## config.mk

```make
export PLATFORM = sky130hd
export DESIGN_NAME = dummy_accelerator_dispatch_flat
export DESIGN_NICKNAME = d
export VERILOG_FILES = /design/src/rtl/dummy_accelerator_pkg.sv /design/src/rtl/dummy_accelerator_dispatch_if.sv /design/src/rtl/dummy_accelerator_order_fifo.sv /design/src/rtl/dummy_accelerator_dispatch.sv /design/src/flat_wrapper.sv
export SDC_FILE = /design/constraint.sdc
export NUM_CORES = 1
export LEC_CHECK = 0
export CAP_MARGIN = 20
export CORE_AREA = 2 2 83 85
export CTS_BUF_LIST = sky130_fd_sc_hd__clkbuf_16
export CTS_CLUSTER_DIAMETER = 100
export DETAILED_ROUTE_END_ITERATION = 8
export DIE_AREA = 0 0 85 87
export DONT_BUFFER_PORTS = 1
export GPL_TIMING_DRIVEN = 0
export MAX_ROUTING_LAYER = met4
export PLACE_DENSITY = 0.48
export RECOVER_POWER = 50
export SYNTH_ARGS = -nofsm -noshare
export SYNTH_HDL_FRONTEND = slang
export SYNTH_SLANG_ARGS = --single-unit
```

## constraint.sdc

```tcl
create_clock -name clk_i -period 4.6 [get_ports clk_i]
set_clock_uncertainty 0.15 [all_clocks]
set_input_delay 0.46 -clock clk_i [delete_from_list [all_inputs] [get_ports clk_i]]
set_output_delay 0.46 -clock clk_i [all_outputs]
set_load 0.005 [all_outputs]
```

## src/rtl/dummy_accelerator_pkg.sv

```systemverilog
// -----------------------------------------------------------------------------
// dummy_accelerator_pkg
// Shared types and helpers for the dummy accelerator dispatch front-end.
//   DISPATCH_DEPTH_DEF : default number of in-flight operations
//   dispatch_err_t     : error code latched by the dispatcher
//   unit_idx()         : bit width of a unit index for a given unit count
// -----------------------------------------------------------------------------
package dummy_accelerator_pkg;

    localparam int unsigned DISPATCH_DEPTH_DEF = 8;

    typedef enum logic [0:0] {
        DISP_ERR_NONE        = 1'b0,
        DISP_ERR_ILLEGAL_CTL = 1'b1
    } dispatch_err_t;

    // Width of a unit index; a single unit still gets a 1-bit index.
    function automatic int unsigned unit_idx(input int unsigned n_units);
        return (n_units > 1) ? $clog2(n_units) : 1;
    endfunction

endpackage

```

## src/rtl/dummy_accelerator_dispatch_if.sv

```systemverilog
// -----------------------------------------------------------------------------
// dummy_accelerator_dispatch_if
// CPU-side request/response bundle of the dispatcher. Signal suffixes are
// relative to the dispatcher (slave modport).
//   valid_i/ready_o/ctl_i      : request handshake and target unit index
//   valid_o/ready_i            : in-order result handshake
//   result_o/tag_o             : result and tag of the head operation
//   illegal_o                  : one-cycle pulse after an illegal ctl_i is accepted
// -----------------------------------------------------------------------------
interface dummy_accelerator_dispatch_if #(
    parameter int unsigned WIDTH      = 32,
    parameter int unsigned CTL_W      = 2,
    parameter type         TagType_t  = logic
);
    logic             valid_i;
    logic             ready_o;
    logic [CTL_W-1:0] ctl_i;
    logic             valid_o;
    logic             ready_i;
    logic [WIDTH-1:0] result_o;
    TagType_t         tag_o;
    logic             illegal_o;

    modport master (
        output valid_i, ctl_i, ready_i,
        input  ready_o, valid_o, result_o, tag_o, illegal_o
    );

    modport slave (
        input  valid_i, ctl_i, ready_i,
        output ready_o, valid_o, result_o, tag_o, illegal_o
    );
endinterface

```

## src/rtl/dummy_accelerator_order_fifo.sv

```systemverilog
// -----------------------------------------------------------------------------
// dummy_accelerator_order_fifo
// Records the unit index of each issued op so results can be returned in order.
//   clk_i, rst_ni : clock, async active-low reset
//   flush_i       : clear pointers next cycle; overrides push/pop
//   push_i/data_i : enqueue (ignored when full)
//   pop_i         : dequeue (ignored when empty)
//   full_o/empty_o: occupancy flags, from registered pointers only
//   head_o        : oldest entry
// -----------------------------------------------------------------------------
module dummy_accelerator_order_fifo #(
    parameter int unsigned DATA_W = 1,
    parameter int unsigned DEPTH  = 8
) (
    input  logic              clk_i,
    input  logic              rst_ni,
    input  logic              flush_i,
    input  logic              push_i,
    input  logic [DATA_W-1:0] data_i,
    input  logic              pop_i,
    output logic              full_o,
    output logic              empty_o,
    output logic [DATA_W-1:0] head_o
);
    localparam int unsigned AW    = $clog2(DEPTH);
    localparam int unsigned PTR_W = AW + 1;

    logic [PTR_W-1:0]  r_wr_ptr;
    logic [PTR_W-1:0]  r_rd_ptr;
    logic [DATA_W-1:0] r_mem [DEPTH];
    logic              w_push;
    logic              w_pop;

    // Extra MSB distinguishes full from empty when the index bits match.
    assign full_o  = (r_wr_ptr[AW] != r_rd_ptr[AW]) && (r_wr_ptr[AW-1:0] == r_rd_ptr[AW-1:0]);
    assign empty_o = (r_wr_ptr == r_rd_ptr);
    assign head_o  = r_mem[r_rd_ptr[AW-1:0]];

    assign w_push = push_i && !full_o;
    assign w_pop  = pop_i && !empty_o;

    // Pointer update; flush has priority.
    always_ff @(posedge clk_i or negedge rst_ni) begin
        if (!rst_ni) begin
            r_wr_ptr <= '0;
            r_rd_ptr <= '0;
        end else if (flush_i) begin
            r_wr_ptr <= '0;
            r_rd_ptr <= '0;
        end else begin
            if (w_push) r_wr_ptr <= r_wr_ptr + PTR_W'(1);
            if (w_pop)  r_rd_ptr <= r_rd_ptr + PTR_W'(1);
        end
    end

    // Storage needs no reset: entries are only read between the pointers.
    always_ff @(posedge clk_i) begin
        if (w_push && !flush_i) r_mem[r_wr_ptr[AW-1:0]] <= data_i;
    end

endmodule

```

## src/rtl/dummy_accelerator_dispatch.sv

```systemverilog
// -----------------------------------------------------------------------------
// dummy_accelerator_dispatch
// Routes CPU requests to N execution units by ctl_i and returns results in
// issue order using an order FIFO, independent of per-unit latency.
// Optional macro: DUMMY_ACC_DISPATCH_PERF_EN enables saturating perf counters;
// without it issue_cnt_o/stall_cnt_o are tied to zero.
// Ports:
//   clk_i, rst_ni   : clock, async active-low reset
//   flush_i         : clear ordering state and illegal_o next cycle
//   bus (slave)     : CPU request/response handshake, result, tag, illegal_o
//   unit_valid_o/unit_ready_i             : per-unit request handshake
//   unit_valid_i/unit_ready_o             : per-unit result handshake
//   unit_result_i/unit_tag_i              : per-unit result payload
//   issue_cnt_o/stall_cnt_o               : perf counters
// -----------------------------------------------------------------------------
module dummy_accelerator_dispatch
    import dummy_accelerator_pkg::*;
#(
    parameter int unsigned N_UNITS   = 2,
    parameter int unsigned WIDTH     = 32,
    parameter int unsigned CTL_W     = 2,
    parameter int unsigned DEPTH     = DISPATCH_DEPTH_DEF,
    parameter type         TagType_t = logic
) (
    input  logic                       clk_i,
    input  logic                       rst_ni,
    input  logic                       flush_i,
    dummy_accelerator_dispatch_if.slave bus,
    output logic [N_UNITS-1:0]         unit_valid_o,
    input  logic [N_UNITS-1:0]         unit_ready_i,
    input  logic [N_UNITS-1:0]         unit_valid_i,
    output logic [N_UNITS-1:0]         unit_ready_o,
    input  logic [WIDTH-1:0]           unit_result_i [N_UNITS],
    input  TagType_t                   unit_tag_i    [N_UNITS],
    output logic [31:0]                issue_cnt_o   [N_UNITS],
    output logic [31:0]                stall_cnt_o
);
    localparam int unsigned UIDX_W = unit_idx(N_UNITS);

    logic              w_full;
    logic              w_empty;
    logic              w_legal;
    logic              w_ready;
    logic              w_hs;
    logic              w_push;
    logic              w_pop;
    logic              w_valid_o;
    logic [UIDX_W-1:0] w_sel;
    logic [UIDX_W-1:0] w_head;
    logic [WIDTH-1:0]  w_result;
    TagType_t          w_tag;
    dispatch_err_t     r_err;

    // Issue side: decode target, gate on FIFO space (registered, so no ready_i path).
    assign w_legal = (32'(bus.ctl_i) < N_UNITS);
    assign w_sel   = UIDX_W'(bus.ctl_i);
    assign w_ready = !w_full && (!w_legal || unit_ready_i[w_sel]);
    assign w_hs    = bus.valid_i && w_ready;
    assign w_push  = w_hs && w_legal;

    for (genvar k = 0; k < N_UNITS; k++) begin : g_unit
        assign unit_valid_o[k] = bus.valid_i && !w_full && w_legal && (w_sel == UIDX_W'(k));
        assign unit_ready_o[k] = !w_empty && (w_head == UIDX_W'(k)) && bus.ready_i;
    end

    // Return side: only the unit at the FIFO head is visible to the CPU.
    always_comb begin
        w_valid_o = 1'b0;
        w_result  = '0;
        w_tag     = '0;
        if (!w_empty) begin
            w_valid_o = unit_valid_i[w_head];
            w_result  = unit_result_i[w_head];
            w_tag     = unit_tag_i[w_head];
        end
    end

    assign w_pop = w_valid_o && bus.ready_i;

    assign bus.ready_o  = w_ready;
    assign bus.valid_o  = w_valid_o;
    assign bus.result_o = w_result;
    assign bus.tag_o    = w_tag;

    dummy_accelerator_order_fifo #(
        .DATA_W (UIDX_W),
        .DEPTH  (DEPTH)
    ) u_order_fifo (
        .clk_i   (clk_i),
        .rst_ni  (rst_ni),
        .flush_i (flush_i),
        .push_i  (w_push),
        .data_i  (w_sel),
        .pop_i   (w_pop),
        .full_o  (w_full),
        .empty_o (w_empty),
        .head_o  (w_head)
    );

    // Illegal-ctl pulse: accepted but not routed anywhere.
    always_ff @(posedge clk_i or negedge rst_ni) begin
        if (!rst_ni) begin
            r_err <= DISP_ERR_NONE;
        end else if (flush_i) begin
            r_err <= DISP_ERR_NONE;
        end else if (w_hs && !w_legal) begin
            r_err <= DISP_ERR_ILLEGAL_CTL;
        end else begin
            r_err <= DISP_ERR_NONE;
        end
    end

    assign bus.illegal_o = (r_err == DISP_ERR_ILLEGAL_CTL);

`ifdef DUMMY_ACC_DISPATCH_PERF_EN
    logic [31:0] r_issue_cnt [N_UNITS];
    logic [31:0] r_stall_cnt;

    // Saturating counters; flush deliberately leaves them alone.
    for (genvar k = 0; k < N_UNITS; k++) begin : g_issue_cnt
        always_ff @(posedge clk_i or negedge rst_ni) begin
            if (!rst_ni) begin
                r_issue_cnt[k] <= '0;
            end else if (w_push && (w_sel == UIDX_W'(k)) && (r_issue_cnt[k] != '1)) begin
                r_issue_cnt[k] <= r_issue_cnt[k] + 32'd1;
            end
        end
        assign issue_cnt_o[k] = r_issue_cnt[k];
    end

    always_ff @(posedge clk_i or negedge rst_ni) begin
        if (!rst_ni) begin
            r_stall_cnt <= '0;
        end else if (bus.valid_i && !w_ready && (r_stall_cnt != '1)) begin
            r_stall_cnt <= r_stall_cnt + 32'd1;
        end
    end

    assign stall_cnt_o = r_stall_cnt;
`else
    for (genvar k = 0; k < N_UNITS; k++) begin : g_issue_cnt
        assign issue_cnt_o[k] = '0;
    end
    assign stall_cnt_o = '0;
`endif

endmodule
```

## src/flat_wrapper.sv

```systemverilog
// flat-port wrapper written by rule: the top's interface ports become plain ports
module dummy_accelerator_dispatch_flat import dummy_accelerator_pkg::*;
#(
    parameter int unsigned N_UNITS   = 2,
    parameter int unsigned WIDTH     = 32,
    parameter int unsigned CTL_W     = 2,
    parameter int unsigned DEPTH     = DISPATCH_DEPTH_DEF,
    parameter type         TagType_t = logic
)
  (clk_i, rst_ni, flush_i, unit_valid_o, unit_ready_i, unit_valid_i, unit_ready_o, unit_result_i, unit_tag_i, issue_cnt_o, stall_cnt_o, bus_valid_i, bus_ctl_i, bus_ready_i, bus_ready_o, bus_valid_o, bus_result_o, bus_tag_o, bus_illegal_o);
  dummy_accelerator_dispatch_if #(.WIDTH(WIDTH), .CTL_W(CTL_W), .TagType_t(TagType_t)) bus_i ();
  input  logic clk_i;
  input  logic rst_ni;
  input  logic flush_i;
  output logic [N_UNITS-1:0] unit_valid_o;
  input  logic [N_UNITS-1:0] unit_ready_i;
  input  logic [N_UNITS-1:0] unit_valid_i;
  output logic [N_UNITS-1:0] unit_ready_o;
  input  logic [WIDTH-1:0] unit_result_i[N_UNITS];
  input  TagType_t unit_tag_i[N_UNITS];
  output logic [31:0] issue_cnt_o[N_UNITS];
  output logic [31:0] stall_cnt_o;
  input wire logic [$bits(bus_i.valid_i)-1:0] bus_valid_i;
  input wire logic [$bits(bus_i.ctl_i)-1:0] bus_ctl_i;
  input wire logic [$bits(bus_i.ready_i)-1:0] bus_ready_i;
  output wire logic [$bits(bus_i.ready_o)-1:0] bus_ready_o;
  output wire logic [$bits(bus_i.valid_o)-1:0] bus_valid_o;
  output wire logic [$bits(bus_i.result_o)-1:0] bus_result_o;
  output wire logic [$bits(bus_i.tag_o)-1:0] bus_tag_o;
  output wire logic [$bits(bus_i.illegal_o)-1:0] bus_illegal_o;
  assign bus_i.valid_i = bus_valid_i;
  assign bus_i.ctl_i = bus_ctl_i;
  assign bus_i.ready_i = bus_ready_i;
  assign bus_ready_o = bus_i.ready_o;
  assign bus_valid_o = bus_i.valid_o;
  assign bus_result_o = bus_i.result_o;
  assign bus_tag_o = bus_i.tag_o;
  assign bus_illegal_o = bus_i.illegal_o;
  dummy_accelerator_dispatch #(.N_UNITS(N_UNITS), .WIDTH(WIDTH), .CTL_W(CTL_W), .DEPTH(DEPTH), .TagType_t(TagType_t)) u_core (.clk_i(clk_i), .rst_ni(rst_ni), .flush_i(flush_i), .bus(bus_i), .unit_valid_o(unit_valid_o), .unit_ready_i(unit_ready_i), .unit_valid_i(unit_valid_i), .unit_ready_o(unit_ready_o), .unit_result_i(unit_result_i), .unit_tag_i(unit_tag_i), .issue_cnt_o(issue_cnt_o), .stall_cnt_o(stall_cnt_o));
endmodule
```

==> results of run 1 <==
==> final cells by class <==
| cell class | instances | share of cell area [%] |
|---|---|---|
| Tap cell | 80 | 3.80 |
| Sequential cell | 17 | 17.7 |
| Clock inverter | 1 | 0.143 |
| Clock buffer | 3 | 2.85 |
| Buffer | 108 | 30.5 |
| Multi-Input combinational cell | 206 | 44.4 |
| Inverter | 2 | 0.285 |
| Timing Repair Buffer | 1 | 0.380 |
==> path summary, 6_finish.rpt <==
kind	endpoint	depth (start not counted)	from	slack (ps)
max in group asynchronous	u_core.u_order_fifo.r_rd_ptr[0]$_DFFE_PN0P_	1	rst_ni	3560
max	bus_result_o[28]	7	u_core.u_order_fifo.r_wr_ptr[1]$_DFFE_PN0P_	1800
max reg2reg	u_core.u_order_fifo.r_mem[1]$_DFFE_PP_	6	u_core.u_order_fifo.r_wr_ptr[1]$_DFFE_PN0P_	2290
min	u_core.u_order_fifo.r_mem[0]$_DFFE_PP_	0	bus_ctl_i[0]	160
min reg2reg	u_core.u_order_fifo.r_wr_ptr[3]$_DFFE_PN0P_	2	u_core.u_order_fifo.r_wr_ptr[3]$_DFFE_PN0P_	410
min in group asynchronous	u_core.u_order_fifo.r_wr_ptr[1]$_DFFE_PN0P_	1	rst_ni	440
==> cell families after synthesis <==
family / share of synthesized area, %
xor gates and xnor gates: 2.50
buffers and inverters: 38.7
DFF: 22.2
adders and majority gates: 1.19
muxes: 5.13
and+or+nand+nor: 12.6
other: 0.179
AOI/OAI and AO/OA: 17.5
==> state kept, by name (all words and copies together) (netlist names) <==
| signal | count |
|---|---|
| u_core.u_order_fifo.r_mem | 8 |
| u_core.u_order_fifo.r_rd_ptr | 4 |
| u_core.u_order_fifo.r_wr_ptr | 4 |
| u_core.bus.illegal_o | 1 |
==> placed cells by master, fill, tap and decap left out, types with 3 or more instances in the layout <==
cell / count
sky130_fd_sc_hd__nand2_1: 5
sky130_fd_sc_hd__conb_1: 96
sky130_fd_sc_hd__a22o_1: 34
sky130_fd_sc_hd__xnor2_1: 5
sky130_fd_sc_hd__clkbuf_16: 3
sky130_fd_sc_hd__nor2b_1: 7
sky130_fd_sc_hd__nor3_1: 4
sky130_fd_sc_hd__nor2_1: 15
sky130_fd_sc_hd__nand2b_1: 4
sky130_fd_sc_hd__inv_1: 3
sky130_fd_sc_hd__buf_4: 101
sky130_fd_sc_hd__buf_2: 3
sky130_fd_sc_hd__edfxtp_1: 8
sky130_fd_sc_hd__dfrtp_1: 9
sky130_fd_sc_hd__nand3_1: 4
sky130_fd_sc_hd__mux2i_1: 7
==> worst max-delay path: cells and delay by family (launching register included) <==
kind                   cells  cell delay, ps
AO/OA/AOI/OAI              1             270
XOR/XNOR                   1             190
buffers and inverters      3             650
flip-flops                 1             340
AND/OR/NAND/NOR            2             480
==> layer usage <==
metal  part of all wire [%]  vias to the layer above
met2                     54                       83
met3                    9.1                        4
met5                      0                        -
met1                     37                      718
met4                   0.45                        0
li1                       -                      832
==> stage by stage <==
step / instances / hold slack (ps) / worst slack (ps) / cell area [µm²] / utilization (%)
floorplan: 333 / 14.4 / 2400 / 2450 / -
global placement: 413 / 14.6 / 2200 / 2550 / 38.9
detailed placement: 413 / 14.7 / 2160 / 2550 / 38.9
CTS: 418 / 158 / 1890 / 2640 / 40.2
global route: 418 / 151 / 1580 / 2630 / 40.1
finish: 418 / 160 / 1800 / 2630 / 40.1
==> power breakdown <==
| part | internal (mW) | switching, mW | leakage (nW) |
|---|---|---|---|
| registers | 0.161 | 0.00145 | 0.197 |
| logic | 0.0838 | 0.0725 | 1.20 |
| clock network | 0.115 | 0.0553 | 0.0423 |
==> repair_timing <==
action / in CTS / in global routing
hold buffers: 1 / 0
endpoints found under the setup margin: 0 / 0
endpoints found under the hold margin: 9 / 0
==> results.md, run 1 <==
- Crit path max-delay cell type: sky130_fd_sc_hd__dfrtp_1
- Total GRT Usage: between 10 and 15%
- Global Route met3 Usage: under 10%
- Final count of pins violating max slew: 0
- Ratio of final minimum period to clock period: 60.8%
- Top cells by instance count after synthesis: 101 x sky130_fd_sc_hd__buf_4, 34 x sky130_fd_sc_hd__a22o_1, 15 x sky130_fd_sc_hd__nor2_1, 9 x sky130_fd_sc_hd__dfrtp_1, 8 x sky130_fd_sc_hd__edfxtp_1
- Antenna Violating Nets Remaining: 0
- Remaining routing DRC violations: 0
- HPWL Detailed: roughly 5100 µm
- Number of antenna violations at the first check in global routing: 0
- Met1 Track Usage GR: 15.8%
- CP Cell Sequence: clkbuf_1, xnor2_1, nand4_1, and3_1, buf_2, buf_4, a22o_1
- Cell area power density: between 150 and 200 mW/mm²
- Number of gates given a new drive strength after cts: 0
- Yosys synthesis warning count: 0
- Share of flip-flops with an asynchronous set or reset after synthesis: approximately 53%
- Buffer depth of the longest clock path: 2
- Final total negative setup slack: 0 ps
- Clock sinks: 17
- CTS H-Tree Depth: 1
- Vias: ~1600
- Register area: roughly 470 µm²
- Most frequently used cell type in the post-synthesis netlist: sky130_fd_sc_hd__buf_4
- Number of buffers inserted by post-CTS setup repair: 0
- Leakage power figure: approximately 1.4 nW
- TritonCTS clock tree: yes
- Number of vias per cell after detailed routing: 3.92
- Area share of the largest cell type after synthesis: about 36%
- Starting DRC count in detailed routing: 16
- Setup Viol. Count Final: 0
- Crit Path Class: register to primary output
- Maximum VDD drop: around 180 µV
- Core outline area: approximately 0.0066 mm²
- Final hold violation count: 0
- Number of clock buffers inserted by TritonCTS: 3
- Setup repair after global routing missed its margin: no
- Largest net degree at the start of global routing: 12
- Clock root buffer master: sky130_fd_sc_hd__clkbuf_16
- Drt wl/cell: approximately 14 µm
- Number of different library cells in the post-synthesis netlist: 37
- Peak per-stage delay on the critical path: 340 ps
- Diode count: 0
- Max-cap violations: 0
- Wire length of the first global-routing pass: between 7000 and 8000 µm
- Critical path endpoint category: primary output
- Starting utilization of the core area: between 30% and 40%
- Sequential-to-total area share from yosys stat: ~22%
- Met2 Use GR: between 20% and 30%
- Area of the multi-input gates: 0.00117 mm²
- Grt peak-use layer: met2
- Number of instances in the synthesized netlist: 238
- Vias in the first global route: 1391
- Horiz. Die Dim: 85 µm
- Commonest register cell after synthesis: sky130_fd_sc_hd__dfrtp_1
- Filler cell count: 695
- Area of the mapped netlist: between 0.002 and 0.0025 mm²
- Layout cells sized above 1: roughly 34%
- Final estimated routing congestion in global placement: roughly 0.74
- Total Nets Final: between 400 and 500
- Cell types with the largest area share after synthesis: sky130_fd_sc_hd__buf_4 36%, sky130_fd_sc_hd__a22o_1 14%, sky130_fd_sc_hd__edfxtp_1 11%
- Total power of the final layout: just under 500 µW
- Kind of start point of the critical path: register
- Overflow left after global routing: 0
- Number of enable flip-flop cells after synthesis: 8
- Worst Path Arrival: about 2200 ps
- Largest area contributor in the netlist: sky130_fd_sc_hd__buf_4
- Number of iterations in the first detailed-routing pass: 4
- Top fanout value on the critical path: 10
- Hold Path Class: input port to register
- Height of the die: 87 µm
- Clock transition at path regs: 50 ps
- Post-Route WL: between 5000 and 6000 µm
- Worst path required time: around 4000 ps
- Avg Cell Area, Syn: ~8.8 µm²
- Outcome: complete, no violations
- Quantity of I/O buffers inserted on ports: 0
- Number of ports placed on the die boundary: approximately 210
- Max frequency: roughly 0.36 GHz
- Shortest period the worst path allows: roughly 2800 ps
- Number of synthesized register bits: 17
- Clk_lat worst skew: between 200 and 300 ps
- Growth of design area from synthesis to finish: 25.5%
- Die Footprint: around 0.0074 mm²
- Number of standard-cell rows in the floorplan: 30
(Power assumes the default switching activity.)
==> run 2, diff against run 1 <==
- clock period: 4.6 -> 2.6 ns (I/O delays scaled with it)
==> run 2 against run 1 <==
Effect of this change:
- global-route usage increased by 0.082 points
- clock power increased by 75%
- sequential cell count stayed put
- core utilization increased by 0.55 points
- routed wire length increased by 0.42%
- sequential share of layout area down 0.24 points
- worst setup slack worse by 1600 ps
- critical path depth up 1
- first-iteration DRC count is 50% higher
- critical path type unchanged
==> results.md, run 2 (same netlist as run 1, synthesis figures left out) <==
- Core outline area: 0.00657 mm² (unchanged)
- Worst Path Arrival: 2030 ps (-160 ps)
- Max-cap violations: 0 (unchanged)
- Endpoint, Worst Hold: u_core.u_order_fifo.r_wr_ptr[3]$_DFFE_PN0P_
- Starting DRC count in detailed routing: 24 (+8)
- Overflow left after global routing: 0 (unchanged)
- Height of the die: 87 µm (unchanged)
- Area post-placement: 0.00255 mm² (unchanged)
- Horiz. Die Dim: 85 µm (unchanged)
- Met2 Use GR: 24.7% (+0.14 points)
- Layout cells sized above 1: 34.6% (+0.58 points)
- Final count of pins violating max slew: 0 (unchanged)
- Hold Path Class: input port to register
- Growth of design area from synthesis to finish: 27.3%
- Starting utilization of the core area: 31.9% (unchanged)
- Maximum VDD drop: 312 µV (+77%)
- HPWL Detailed: 5130 µm (unchanged)
- Sw Ratio: 26.4% (-0.032 points)
- Diode count: 0 (unchanged)
- Leakage power figure: 1.46 nW (+1.3%)
- CP Cell Sequence: buf_6, xnor2_1, nand4_1, clkbuf_4, nor2b_1, buf_2, buf_4, a22o_1
- Number of antenna violations at the first check in global routing: 0 (unchanged)
- Design Area, Final: 0.00267 mm² (+1.4%)
- Number of vias per cell after detailed routing: 3.92 (+0.14%)
- Cell area power density: 327 mW/mm² (+76%)
- CTS H-Tree Depth: 1 (unchanged)
- Kind of start point of the critical path: register
- Drt wl/cell: 13.8 µm (-0.30%)
- Remaining routing DRC violations: 0 (unchanged)
- Outcome: complete, no violations
- Total GRT Usage: 14.1% (+0.082 points)
- Setup slack of the worst register-to-register path: 380 ps (-1910 ps)
- Ratio of final minimum period to clock period: 94.0%
- Reg2Reg Depth: 6 (unchanged)
- Critical path endpoint category: primary output
- Final estimated routing congestion in global placement: 0.735 (unchanged)
- Met1 Track Usage GR: 15.9% (+0.058 points)
- Clock root buffer master: sky130_fd_sc_hd__clkbuf_16
- Crit path max-delay cell type: sky130_fd_sc_hd__dfrtp_1
- Wire length of the first global-routing pass: 7820 µm (+0.53%)
- Largest register FFs: 8 (unchanged)
- Sw Pwr: 230 µW (+78%)
- Number of iterations in the first detailed-routing pass: 4 (unchanged)
- Clk_lat worst skew: 250 ps (about the same)
- Global Route met3 Usage: 4.08% (+0.095 points)
- Buffer depth of the longest clock path: 2 (unchanged)
- Clock transition at path regs: 50 ps (about the same)
- Shortest period the worst path allows: 2440 ps
- Top fanout value on the critical path: 10 (unchanged)
- TritonCTS clock tree: yes
- Sequential group share of total power: 33.0% (-0.2 points)
- R2R Path End: u_core.u_order_fifo.r_mem[1]$_DFFE_PP_
- Power share of the clock group: 34.4% (-0.4 points)
- Final total negative setup slack: 0 ps (unchanged)
- Vias in the first global route: 1399 (+0.58%)
- Post-Route WL: 5800 µm (+0.42%)
- Final design utilization: 40.6% (+0.55 points)
- Highest-count cells in the layout ignoring fill and taps: 101 x sky130_fd_sc_hd__buf_4, 96 x sky130_fd_sc_hd__conb_1, 34 x sky130_fd_sc_hd__a22o_1, 15 x sky130_fd_sc_hd__nor2_1, 9 x sky130_fd_sc_hd__dfrtp_1
- Setup repair after global routing missed its margin: no
- Number of standard-cell rows in the floorplan: 30 (unchanged)
- Setup Viol. Count Final: 0 (unchanged)
- Number of clock buffers inserted by TritonCTS: 3 (unchanged)
- Power Internal: 642 µW (+78%)
- Number of ports placed on the die boundary: 213 (unchanged)
- Instance count along the most critical hold path: 2 (+2)
- Peak per-stage delay on the critical path: 390 ps (+50 ps)
- Grt peak-use layer: met2
- Final hold violation count: 0 (unchanged)
- Total Nets Final: 421 (+0.72%)
- Most common library cell in the layout ignoring fill and taps: sky130_fd_sc_hd__buf_4
- Combinational Power Share: 32.5% (+0.6 points)
- Startpoint of the worst hold path: flush_i
- Vias: 1651 (+0.86%)
- Antenna Violating Nets Remaining: 0 (unchanged)
- Crit Path Class: register to primary output
- Largest net degree at the start of global routing: 11 (-1)
- Quantity of I/O buffers inserted on ports: 0 (unchanged)
- Max frequency: 0.409 GHz
- Launch point of the worst reg-to-reg path: u_core.u_order_fifo.r_wr_ptr[1]$_DFFE_PN0P_
- Clock sinks: 17 (unchanged)
- Die Footprint: 0.00740 mm² (unchanged)
- Worst path required time: 2190 ps (-1800 ps)
[run 2: how the worst max path moves through the flow]
stage / start / end / cells after the start
2_1_floorplan: u_core.u_order_fifo.r_rd_ptr[0]$_DFFE_PN0P_ / bus_result_o[0] / 7
3_3_place_gp: u_core.u_order_fifo.r_wr_ptr[1]$_DFFE_PN0P_ / bus_result_o[28] / 7
3_5_place_dp: u_core.u_order_fifo.r_wr_ptr[1]$_DFFE_PN0P_ / bus_result_o[28] / 7
4_1_cts: u_core.u_order_fifo.r_wr_ptr[1]$_DFFE_PN0P_ / bus_result_o[28] / 7
5_1_grt: u_core.u_order_fifo.r_wr_ptr[2]$_DFFE_PN0P_ / bus_result_o[28] / 8
6_report: u_core.u_order_fifo.r_rd_ptr[0]$_DFFE_PN0P_ / bus_result_o[28] / 8
[run 2: metal layers]
metal / vias to the layer above / share of wire, %
met5: - / 0
met4: 0 / 0.72
met3: 5 / 9.6
met2: 84 / 53
met1: 724 / 36
li1: 838 / -
[run 2: layout make-up]
class                   count  area, µm²
multi-input cells         206       1180
well taps                  80        100
flip-flops and latches     17        465
clock buffers               3       75.1
repair buffers              4       37.5
fillers                   692       3900
inverters                   2       7.51
clock inverters             1       3.75
plain buffers             108        805
[run 2: power by group through the flow]
stage               clock [mW]  sequential, mW  combinational, mW
floorplan                    0           0.292              0.238
global placement             0           0.293              0.264
detailed placement           0           0.293              0.265
CTS                      0.306           0.288              0.273
global route             0.322           0.288              0.313
finish                   0.300           0.288              0.283
[run 2: per-stage QoR]
stage          worst slack (ps)  total power, mW  hold WS (ps)  cells
2_1_floorplan               601            0.530          -186    333
3_3_place_gp                404            0.557          -185    413
3_5_place_dp                362            0.558          -185    413
4_1_cts                    90.4            0.867          23.2    420
5_1_grt                    18.1            0.923          30.7    421
6_report                    156            0.872          26.8    421
[run 2: worst max-delay path: cells and delay by family, from the launching register on]
family | cells | cell delay, ps
buffers and inverters | 4 | 680
flip-flops | 1 | 390
AND/OR/NAND/NOR | 2 | 300
AO/OA/AOI/OAI | 1 | 230
XOR/XNOR | 1 | 190
[run 2: repair_timing]
action	in CTS	in global routing
resized for setup	0	1
hold buffers	3	0
setup endpoints to repair	0	30
buffers inserted	0	1
hold endpoints to repair	18	0
==> run 3, diff against run 2 <==
- CORE_AREA: 2 2 83 85 -> 2 2 82 84
- DIE_AREA: 0 0 85 87 -> 0 0 84 86
- PLACE_DENSITY: 0.48 -> 0.49
==> run 3 against run 2 <==
Effect of this change:
- global-route usage rose by 1.0 points
- count of clock-buffer cells in the layout did not move
- non-clock buffer count did not move
- sequential power barely moved
- routed wire length rose by 2.1%
- critical path depth did not move
- core utilization rose by 2.1 points
- largest cell class unchanged
==> results.md, run 3 (same netlist as run 1, synthesis figures left out) <==
- Quantity of I/O buffers inserted on ports: 0 (unchanged)
- Horiz. Die Dim: 84 µm (-1.2%)
- Reg2Reg Depth: 6 (unchanged)
- Shortest period the worst path allows: 2500 ps (+58.8 ps)
- Total Nets Final: 421 (unchanged)
- Number of iterations in the first detailed-routing pass: 4 (unchanged)
- Diode count: 0 (unchanged)
- Wire length of the first global-routing pass: 8270 µm (+5.6%)
- Maximum VDD drop: 315 µV (+1.0%)
- Fin Hold WS: 24.4 ps (-2.34 ps)
- Overflow left after global routing: 0 (unchanged)
- Launch point of the worst reg-to-reg path: u_core.u_order_fifo.r_wr_ptr[1]$_DFFE_PN0P_
- Worst path required time: 2190 ps (about the same)
- Post-Route WL: 5920 µm (+2.1%)
- Cell area power density: 331 mW/mm² (+1.4%)
- Top fanout value on the critical path: 10 (unchanged)
- Final setup margin: 97.3 ps (-58.8 ps)
- Number of ports placed on the die boundary: 213 (unchanged)
- Height of the die: 86 µm (-1.1%)
- Drt wl/cell: 14.2 µm (+2.8%)
- Max-cap violations: 0 (unchanged)
- Leakage power figure: 1.46 nW (about the same)
- Total GRT Usage: 15.1% (+1.0 points)
- Clk_lat worst skew: 250 ps (about the same)
- R2R Path End: u_core.u_order_fifo.r_mem[1]$_DFFE_PP_
- Setup slack of the worst register-to-register path: 370 ps (about the same)
- Outcome: complete, no violations
- Clock root buffer master: sky130_fd_sc_hd__clkbuf_16
- Startpoint of the worst hold path: bus_valid_i
- Setup repair after global routing missed its margin: no
- Vias in the first global route: 1465 (+4.7%)
- Number of clock buffers inserted by TritonCTS: 3 (unchanged)
- Worst Path Arrival: 2090 ps (+60 ps)
- Most common library cell in the layout ignoring fill and taps: sky130_fd_sc_hd__buf_4
- Buffer depth of the longest clock path: 2 (unchanged)
- Starting utilization of the core area: 33.4% (+1.5 points)
- Clock transition at path regs: 50 ps (about the same)
- Kind of start point of the critical path: register
- Crit Path Class: register to primary output
- Max frequency: 0.400 GHz (-2.3%)
- Peak per-stage delay on the critical path: 390 ps (about the same)
- Setup Viol. Count Final: 0 (unchanged)
- Antenna Violating Nets Remaining: 0 (unchanged)
- Largest net degree at the start of global routing: 12 (+1)
- Instance count along the most critical hold path: 2 (unchanged)
- Pre-CTS setup slack: 330 ps (-32.6 ps)
- Starting DRC count in detailed routing: 23 (-4.2%)
- Crit path max-delay cell type: sky130_fd_sc_hd__dfrtp_1
- HPWL Detailed: 5260 µm (+2.5%)
- Vias: 1636 (-0.91%)
- Number of standard-cell rows in the floorplan: 29 (-3.3%)
- Final count of pins violating max slew: 0 (unchanged)
- Ratio of final minimum period to clock period: 96.3% (+2.3 points)
- Largest register FFs: 8 (unchanged)
- Hold Path Class: input port to register
- Die Footprint: 0.00722 mm² (-2.3%)
- Core outline area: 0.00628 mm² (-4.4%)
- Final hold violation count: 0 (unchanged)
- Endpoint, Worst Hold: u_core.bus.illegal_o$_DFF_PN0_
- CTS H-Tree Depth: 1 (unchanged)
- Final estimated routing congestion in global placement: 0.824 (+12%)
- TritonCTS clock tree: yes
- Highest-count cells in the layout ignoring fill and taps: 102 x sky130_fd_sc_hd__buf_4, 96 x sky130_fd_sc_hd__conb_1, 34 x sky130_fd_sc_hd__a22o_1, 15 x sky130_fd_sc_hd__nor2_1, 9 x sky130_fd_sc_hd__dfrtp_1
- Most used cell along the critical path: sky130_fd_sc_hd__buf_4
- Remaining routing DRC violations: 0 (unchanged)
- Final design utilization: 42.8% (+2.1 points)
- Growth of design area from synthesis to finish: 28.0%
- Number of vias per cell after detailed routing: 3.91 (-0.20%)
- CP Cell Sequence: buf_6, xnor2_2, nand4_1, buf_4, nor2b_1, clkbuf_4, buf_4, a22o_1
- Clock sinks: 17 (unchanged)
- Final total negative setup slack: 0 ps (unchanged)
- Layout cells sized above 1: 35.5% (+0.88 points)
- Critical path endpoint category: primary output
- Total power of the final layout: 890 µW (+2.0%)
- Number of antenna violations at the first check in global routing: 0 (unchanged)
run 3: changes by cell type in the layout (fill, tap and decap cells not counted):
cell	before	now
sky130_fd_sc_hd__buf_4	101	102
sky130_fd_sc_hd__xnor2_1	4	2
sky130_fd_sc_hd__buf_2	4	3
sky130_fd_sc_hd__mux2i_2	0	1
sky130_fd_sc_hd__xnor2_2	1	3
sky130_fd_sc_hd__mux2i_1	7	6
sky130_fd_sc_hd__inv_1	3	2
sky130_fd_sc_hd__a22oi_2	2	1
sky130_fd_sc_hd__clkinvlp_4	0	1
sky130_fd_sc_hd__a22oi_1	0	1
run 3: power breakdown:
group	total [mW]	internal [mW]	switching (mW)
combinational	0.290	0.154	0.136
clock	0.311	0.207	0.104
sequential	0.288	0.285	0.00300
total	0.890	0.647	0.243
run 3: what timing repair did:
item,in CTS,in global routing
hold endpoints to repair,18,0
gates resized for setup,0,5
hold buffers,3,0
setup buffers,0,1
setup endpoints to repair,0,30
run 3: how the worst max path moves through the flow:
stage / startpoint / endpoint / depth (start not counted)
after detailed placement: u_core.u_order_fifo.r_rd_ptr[0]$_DFFE_PN0P_ / bus_result_o[20] / 7
after floorplan: u_core.u_order_fifo.r_rd_ptr[0]$_DFFE_PN0P_ / bus_result_o[0] / 7
final: u_core.u_order_fifo.r_rd_ptr[0]$_DFFE_PN0P_ / bus_result_o[10] / 8
after global routing: u_core.u_order_fifo.r_rd_ptr[0]$_DFFE_PN0P_ / bus_result_o[20] / 8
after CTS: u_core.u_order_fifo.r_wr_ptr[1]$_DFFE_PN0P_ / bus_result_o[20] / 7
after global placement: u_core.u_order_fifo.r_wr_ptr[1]$_DFFE_PN0P_ / bus_result_o[20] / 7
run 3: worst max-delay path, delay by kind of cell (launching register included):
kind | cells | cell delay [ps]
AO/OA/AOI/OAI | 1 | 230
XOR/XNOR | 1 | 170
buffers and inverters | 4 | 730
flip-flops | 1 | 390
AND/OR/NAND/NOR | 2 | 340
run 3: metal layers:
metal  GRT usage (%)  vias to the layer above  wire, µm
met1            17.5                      711      2300
met5               -                        -         0
li1                -                      837         -
met3            2.41                        4       359
met4            3.81                        0        50
met2            27.3                       84      3210
run 3: area by class of cell:
| type | count | area, µm² |
|---|---|---|
| Sequential cell | 17 | 465 |
| Inverter | 2 | 7.51 |
| Buffer | 108 | 807 |
| Multi-Input combinational cell | 206 | 1190 |
| Fill cell | 655 | 3590 |
| Clock buffer | 3 | 75.1 |
| Clock inverter | 1 | 7.51 |
| Timing Repair Buffer | 4 | 37.5 |
| Tap cell | 77 | 96.3 |
run 3: stage by stage:
stage	cells	cell area, µm²
global placement	410	2550
detailed placement	410	2550
finish	418	2690
global route	418	2690
CTS	417	2660
floorplan	333	2450
